--- src/rtl/mem_access_ctrl.sv ---
// Purpose : host-side load/dump engine that streams words into or out of one
//           selected memory bank and holds the pipeline enable low while busy.
// Latency : load write lands 1 cycle after the wr handshake; dump is 1 word per
//           3 cycles (read, capture, present) plus any rd_ready stall.
// Backpressure: wr_ready high only in LOAD; rd_data held stable until rd_ready.
// Ports   : clk/reset (sync, active-high); cmd_* command channel (valid/ready);
//           wr_* load stream in; rd_* dump stream out with rd_last;
//           mem_* shared bank address/data with one-hot we/re strobes and the
//           concatenated bank read buses (1-cycle read latency);
//           pipe_en_req/pipe_en gating; busy, done (pulse), err (sticky bad bank).
// Option  : define MEM_CHECKSUM_EN to add the 'checksum' output, the modular sum
//           of all words written or emitted by the current command.
module mem_access_ctrl #(
  parameter int NUM_BANKS = 4,
  parameter int DATA_W    = 32,
  parameter int ADDR_W    = 12,
  parameter int BANK_W    = 2
) (
  input  logic                        clk,
  input  logic                        reset,
  input  logic                        cmd_valid,
  output logic                        cmd_ready,
  input  logic                        cmd_op,
  input  logic [BANK_W-1:0]           cmd_bank,
  input  logic [ADDR_W-1:0]           cmd_base,
  input  logic [ADDR_W:0]             cmd_len,
  input  logic                        wr_valid,
  output logic                        wr_ready,
  input  logic [DATA_W-1:0]           wr_data,
  output logic                        rd_valid,
  input  logic                        rd_ready,
  output logic [DATA_W-1:0]           rd_data,
  output logic                        rd_last,
  output logic [ADDR_W-1:0]           mem_addr,
  output logic [DATA_W-1:0]           mem_wdata,
  output logic [NUM_BANKS-1:0]        mem_we,
  output logic [NUM_BANKS-1:0]        mem_re,
  input  logic [NUM_BANKS*DATA_W-1:0] mem_rdata,
  input  logic                        pipe_en_req,
  output logic                        pipe_en,
  output logic                        busy,
  output logic                        done,
`ifdef MEM_CHECKSUM_EN
  output logic [DATA_W-1:0]           checksum,
`endif
  output logic                        err
);

  typedef enum logic [2:0] {
    S_IDLE, S_LOAD, S_DUMP_RD, S_DUMP_CAP, S_DUMP_OUT, S_FIN
  } state_t;

  localparam logic [ADDR_W:0] MAX_LEN = {1'b1, {ADDR_W{1'b0}}};

  state_t                r_state, w_state_nxt;
  logic [BANK_W-1:0]     r_bank;
  logic [ADDR_W-1:0]     r_addr;
  logic [ADDR_W:0]       r_rem;
  logic                  r_err;
  logic [NUM_BANKS-1:0]  r_we;
  logic [ADDR_W-1:0]     r_waddr;
  logic [DATA_W-1:0]     r_wdata;
  logic [DATA_W-1:0]     r_rd_data;

  logic                  w_accept, w_bank_ok, w_last, w_wr_hs, w_rd_hs;
  logic [ADDR_W:0]       w_len_clamped;
  logic [NUM_BANKS-1:0]  w_bank_oh;
  logic [DATA_W-1:0]     w_rdata_sel;

  assign w_accept      = cmd_valid && (r_state == S_IDLE);
  assign w_bank_ok     = int'(cmd_bank) < NUM_BANKS;
  assign w_len_clamped = (cmd_len > MAX_LEN) ? MAX_LEN : cmd_len;
  assign w_last        = (r_rem == (ADDR_W+1)'(1));
  assign w_wr_hs       = (r_state == S_LOAD) && wr_valid;
  assign w_rd_hs       = (r_state == S_DUMP_OUT) && rd_ready;

  // Bank decode and read-bus select from the latched bank index.
  always_comb begin
    w_bank_oh   = '0;
    w_rdata_sel = '0;
    for (int k = 0; k < NUM_BANKS; k++) begin
      if (int'(r_bank) == k) begin
        w_bank_oh[k] = 1'b1;
        w_rdata_sel  = mem_rdata[k*DATA_W +: DATA_W];
      end
    end
  end

  always_comb begin
    w_state_nxt = r_state;
    cmd_ready   = 1'b0;
    wr_ready    = 1'b0;
    rd_valid    = 1'b0;
    rd_last     = 1'b0;
    mem_re      = '0;
    mem_addr    = r_waddr;
    busy        = 1'b1;
    done        = 1'b0;
    case (r_state)
      S_IDLE: begin
        cmd_ready = 1'b1;
        busy      = 1'b0;
        if (w_accept) begin
          if (!w_bank_ok || (cmd_len == '0)) w_state_nxt = S_FIN;
          else if (cmd_op)                   w_state_nxt = S_DUMP_RD;
          else                               w_state_nxt = S_LOAD;
        end
      end
      S_LOAD: begin
        wr_ready = 1'b1;
        if (w_wr_hs && w_last) w_state_nxt = S_FIN;
      end
      S_DUMP_RD: begin
        // Read address is driven straight from cur_addr in this cycle only.
        mem_re      = w_bank_oh;
        mem_addr    = r_addr;
        w_state_nxt = S_DUMP_CAP;
      end
      S_DUMP_CAP: w_state_nxt = S_DUMP_OUT;
      S_DUMP_OUT: begin
        rd_valid = 1'b1;
        rd_last  = w_last;
        if (rd_ready) w_state_nxt = w_last ? S_FIN : S_DUMP_RD;
      end
      S_FIN: begin
        done        = 1'b1;
        w_state_nxt = S_IDLE;
      end
      default: w_state_nxt = S_IDLE;
    endcase
  end

  assign pipe_en   = pipe_en_req && !busy;
  assign mem_we    = r_we;
  assign mem_wdata = r_wdata;
  assign rd_data   = r_rd_data;
  assign err       = r_err;

  always_ff @(posedge clk) begin
    if (reset) begin
      r_state   <= S_IDLE;
      r_bank    <= '0;
      r_addr    <= '0;
      r_rem     <= '0;
      r_err     <= 1'b0;
      r_we      <= '0;
      r_waddr   <= '0;
      r_wdata   <= '0;
      r_rd_data <= '0;
    end else begin
      r_state <= w_state_nxt;
      r_we    <= '0;
      if (w_accept) begin
        r_bank <= cmd_bank;
        r_addr <= cmd_base;
        r_rem  <= w_len_clamped;
        r_err  <= !w_bank_ok;
      end
      // Write is registered so strobe, address and data reach the bank together.
      if (w_wr_hs) begin
        r_we    <= w_bank_oh;
        r_waddr <= r_addr;
        r_wdata <= wr_data;
        r_addr  <= r_addr + ADDR_W'(1);
        r_rem   <= r_rem - (ADDR_W+1)'(1);
      end
      if (r_state == S_DUMP_CAP) r_rd_data <= w_rdata_sel;
      if (w_rd_hs) begin
        r_rem <= r_rem - (ADDR_W+1)'(1);
        if (!w_last) r_addr <= r_addr + ADDR_W'(1);
      end
    end
  end

`ifdef MEM_CHECKSUM_EN
  logic [DATA_W-1:0] r_csum;

  always_ff @(posedge clk) begin
    if (reset || w_accept) r_csum <= '0;
    else if (w_wr_hs)      r_csum <= r_csum + wr_data;
    else if (w_rd_hs)      r_csum <= r_csum + r_rd_data;
  end

  assign checksum = r_csum;
`endif

endmodule

--- config.mk ---
export PLATFORM = sky130hd
export DESIGN_NAME = mem_access_ctrl
export DESIGN_NICKNAME = d
export VERILOG_FILES = /design/src/rtl/mem_access_ctrl.sv
export SDC_FILE = /design/constraint.sdc
export NUM_CORES = 1
export LEC_CHECK = 0
export ABC_AREA = 1
export CORE_MARGIN = 2
export CORE_UTILIZATION = 41
export CTS_CLUSTER_DIAMETER = 80
export DETAILED_ROUTE_END_ITERATION = 16
export GPL_ROUTABILITY_DRIVEN = 0
export PLACE_DENSITY_LB_ADDON = 0.12
export SLEW_MARGIN = 20
export SYNTH_ARGS = -nofsm -noshare
export SYNTH_HDL_FRONTEND = slang
export SYNTH_SLANG_ARGS = --single-unit
--- constraint.sdc ---
create_clock -name clk -period 1.5 [get_ports clk]
set_input_delay 0.225 -clock clk [delete_from_list [all_inputs] [get_ports clk]]
set_output_delay 0.225 -clock clk [all_outputs]
set_load 0.1 [all_outputs]
==> parameters.txt <==
Parameter                              Value

Status
  Status    finished, violations left
  Failing checks    setup timing

Timing
  Unrepaired setup endpoints after global routing    true
  Worst hold slack across all endpoints    426 ps
  Max-slew violation count    0
  Worst Skew    9.19 ps
  Number of failing setup endpoints in the final timing report    99
  Post-route setup slack    -339 ps
  Relative slew margins    47.4%
  Shortest period the worst path allows    1840 ps
  Period utilization    123%
  Fmax achieved    0.544 GHz
  Final hold vios    0
  Transition time at the pin with the least slew margin    787 ps

Pwr
  Combinational Power Share    69.1%
  Portion of total power attributed to sequential cells    19.7%
  Power share of the clock group    11.2%
  Sw Ratio    50.3%
  Worst supply voltage drop on vdd    1.07 mV
  Standby leakage power    4.85 nW
  Internal Dissipation    10.7 mW
  Ratio of total power to cell area    1800 nW/um^2
  Switching power    10.9 mW

Worst setup path
  Setup crit start kind    flip-flop
  Standard cell with the maximum stage delay on the critical path    sky130_fd_sc_hd__dfxtp_1
  Number of buffers and inverters on the critical path    1
  Classification of the worst setup path    reg -> reg
  Kind of end point of the critical path    flip-flop
  Data arrival at the endpoint of the critical path    2120 ps
  Crit-path cells    buf_4, nor2_1, nand2_1, nor2_1, nand2_1, xnor2_1, nand2_1, a21oi_1
  Crit-path max FO    3
  Required time at the worst-slack endpoint    1780 ps
  Crit path max-delay family    simple AND/OR/NAND/NOR gates
  CP max stage delay    350 ps
  Most prevalent standard cell on the critical path    sky130_fd_sc_hd__nand2_1

Synth
  Most frequent cells after synthesis    sky130_fd_sc_hd__nand2_1, sky130_fd_sc_hd__o21ai_0, sky130_fd_sc_hd__dfxtp_1, sky130_fd_sc_hd__nor2_1, sky130_fd_sc_hd__nand3_1
  Portion of the post-synthesis area used by sequential elements    39.1%
  Post-synth top flop    sky130_fd_sc_hd__dfxtp_1
  Unique cell type count in the Yosys netlist    32
  Async set-reset flop share out of synthesis    0%
  Dominant cells by area after synthesis    sky130_fd_sc_hd__dfxtp_1, sky130_fd_sc_hd__nand2_1, sky130_fd_sc_hd__o21ai_0
  Number of enable-type register cells in the synthesized netlist    0
  Cells after Synth    837
  Synthesized net count    1034
  Yosys warning total    0
  Cell type contributing the most total cell area after synthesis    sky130_fd_sc_hd__dfxtp_1
  Post-Synthesis Mean Instance Area    6.73 sq um
  Post-synth design cell area    5640 sq um
  Synth top area share    39.1%
  Seq cells post-synth    110
  Cell with the most instances after synthesis    sky130_fd_sc_hd__nand2_1

Layout
  Nets    1404
  Area growth from synthesis to layout    113%
  Ratio of cells with drive above 1 in the final layout    32.1%
  Count of non-filler cells in the finished layout    1389
  Post-layout util    90.1%

Place
  Sum of net half-perimeters after detailed placement    16400 microns
  Number of I/O port buffers    284
  Count of placed standard cells including taps    1318

Global routing
  Total global-route track usage    31.1%
  Initial antenna violation count    1
  Via count of the first global-routing pass    7410
  Gr ovfl total    0
  Pin count of the biggest net entering global routing    49
  Global-route wire length before repair    36200 microns

Die
  FP Rows    42
  Die Ht    121 microns
  Area of the die    14700 sq um
  Core footprint    13300 sq um
  Horiz. Die Dim    121 microns
  Top-level I/O count    286
  Starting Density    42.2%

Detailed routing
  Wirelength, routed    30200 microns
  Antenna viol nets, final    0
  DRC Markers    0
  Initial DRC Count    1019
  Via total after detailed routing    8191
  First-pass DRT Iterations    9
  Mean number of vias per cell    5.90
  Average wire per standard cell    21.7 microns

Clock tree
  Root buf cell    sky130_fd_sc_hd__clkbuf_16
  TritonCTS clock tree    built
  Worst-Skew Late Latency    360 ps
  Worst-case clock buffer depth    2
  Num CTS Buffers    9
  Clock transition at path regs    80 ps
  Number of H-tree levels    3
  Num Clock Sinks    110

Min path
  Class of the worst hold path    in -> reg

Flow run
  Max capacitance violation total    0
power by group through the flow:
stage	Combinational (mW)	Clock [mW]	Sequential [mW]
3_3_place_gp	11.1	0	4.11
3_5_place_dp	11.2	0	4.15
5_1_grt	15.5	2.55	4.29
6_report	14.9	2.41	4.26
2_1_floorplan	5.37	0	5.91
4_1_cts	12.3	2.39	4.13
cell type report:
| class | instances | area [sq um] |
|---|---|---|
| Timing Repair Buffer | 409 | 5280 |
| Multi-Input combinational cell | 627 | 3770 |
| Sequential cell | 110 | 2220 |
| Fill cell | 579 | 1330 |
| Clock buffer | 12 | 256 |
| Tap cell | 176 | 220 |
| Inverter | 49 | 219 |
| Clock inverter | 4 | 30.0 |
| Timing Repair inverter | 1 | 16.3 |
| Antenna cell | 1 | 2.50 |
per-stage QoR:
stage          worst slack [ps]  cell area (sq um)  TNS, ps  total power [mW]
3_5_place_dp               -202              10300    -5470              15.4
6_report                   -339              12000   -20040              21.6
5_1_grt                    -731              12000   -24010              22.3
2_1_floorplan              -423               6030   -26560              11.3
3_3_place_gp               -160              10300    -3800              15.2
4_1_cts                    -244              11100    -4630              18.8
final timing paths:
kind                                              from                       to  slack, ps  cells after the start
worst max-delay path             r_rem[3]$_SDFFE_PP0P_    r_rem[9]$_SDFFE_PP0P_       -340                      8
worst min-delay path                    mem_rdata[105]  rd_data[9]$_SDFFE_PP0P_        430                      3
worst min register to register  r_bank[0]$_SDFFE_PP0P_   r_bank[0]$_SDFFE_PP0P_        530                      2
worst max register to register   r_rem[3]$_SDFFE_PP0P_    r_rem[9]$_SDFFE_PP0P_       -340                      8
worst register-to-register path: cells and delay by family (launching register included):
| kind | cells | cell delay, ps |
|---|---|---|
| XOR/XNOR | 1 | 260 |
| flip-flops | 1 | 350 |
| buffers and inverters | 1 | 160 |
| AO/OA/AOI/OAI | 1 | 190 |
| AND/OR/NAND/NOR | 5 | 800 |
kinds of logic (layout without fill, tap and decap cells):
logic type               Yosys count  after routing  share of synthesized area [%]
buffers and inverters            104            475                           8.44
flip-flops                       110            110                           39.1
other                              1              2                         0.0665
adder cells (fa/ha/maj)            3              3                          0.666
AO/OA/AOI/OAI                    218            218                           20.8
AND/OR/NAND/NOR                  391            395                           29.4
XOR/XNOR                          10             10                           1.55
registers in the layout, summed over array words and instances (netlist names):
name / flops
r_rem: 13
r_state: 3
r_waddr: 12
r_addr: 12
mem_we: 4
r_bank: 2
rd_data: 32
mem_wdata: 32
layout by cell type, fill, tap and decap left out, types with 24 or more instances in the layout:
cell type                         netlist  routed
sky130_fd_sc_hd__a21oi_1               61      38
sky130_fd_sc_hd__buf_12                 0     107
sky130_fd_sc_hd__nor2_1               110      89
sky130_fd_sc_hd__nand3_1               64      54
sky130_fd_sc_hd__buf_6                  8      27
sky130_fd_sc_hd__o21ai_0              111      49
sky130_fd_sc_hd__inv_1                 44      37
sky130_fd_sc_hd__clkdlybuf4s50_1        0     192
sky130_fd_sc_hd__nand2_1              188     172
sky130_fd_sc_hd__buf_4                  2      62
sky130_fd_sc_hd__o21ai_2                0      24
sky130_fd_sc_hd__a31oi_1               27      27
sky130_fd_sc_hd__o21ai_1                5      29
sky130_fd_sc_hd__dfxtp_1              110      98
per-layer routing:
metal,track usage [%],routed length [microns]
met1,33.1,10100
met2,57.5,15100
met3,6.48,2840
met4,16.2,2190
met5,0,0
timing repair:
item / 4_1_cts / 5_1_grt
resized for setup: 64 / 144
hold endpoints to repair: 0 / 0
endpoints found under the setup margin: 35 / 107
setup buffers: 22 / 14
hold buffers: 0 / 0
cloned: 4 / 20
pin swaps: 26 / 26
(Power assumes the default switching activity.)
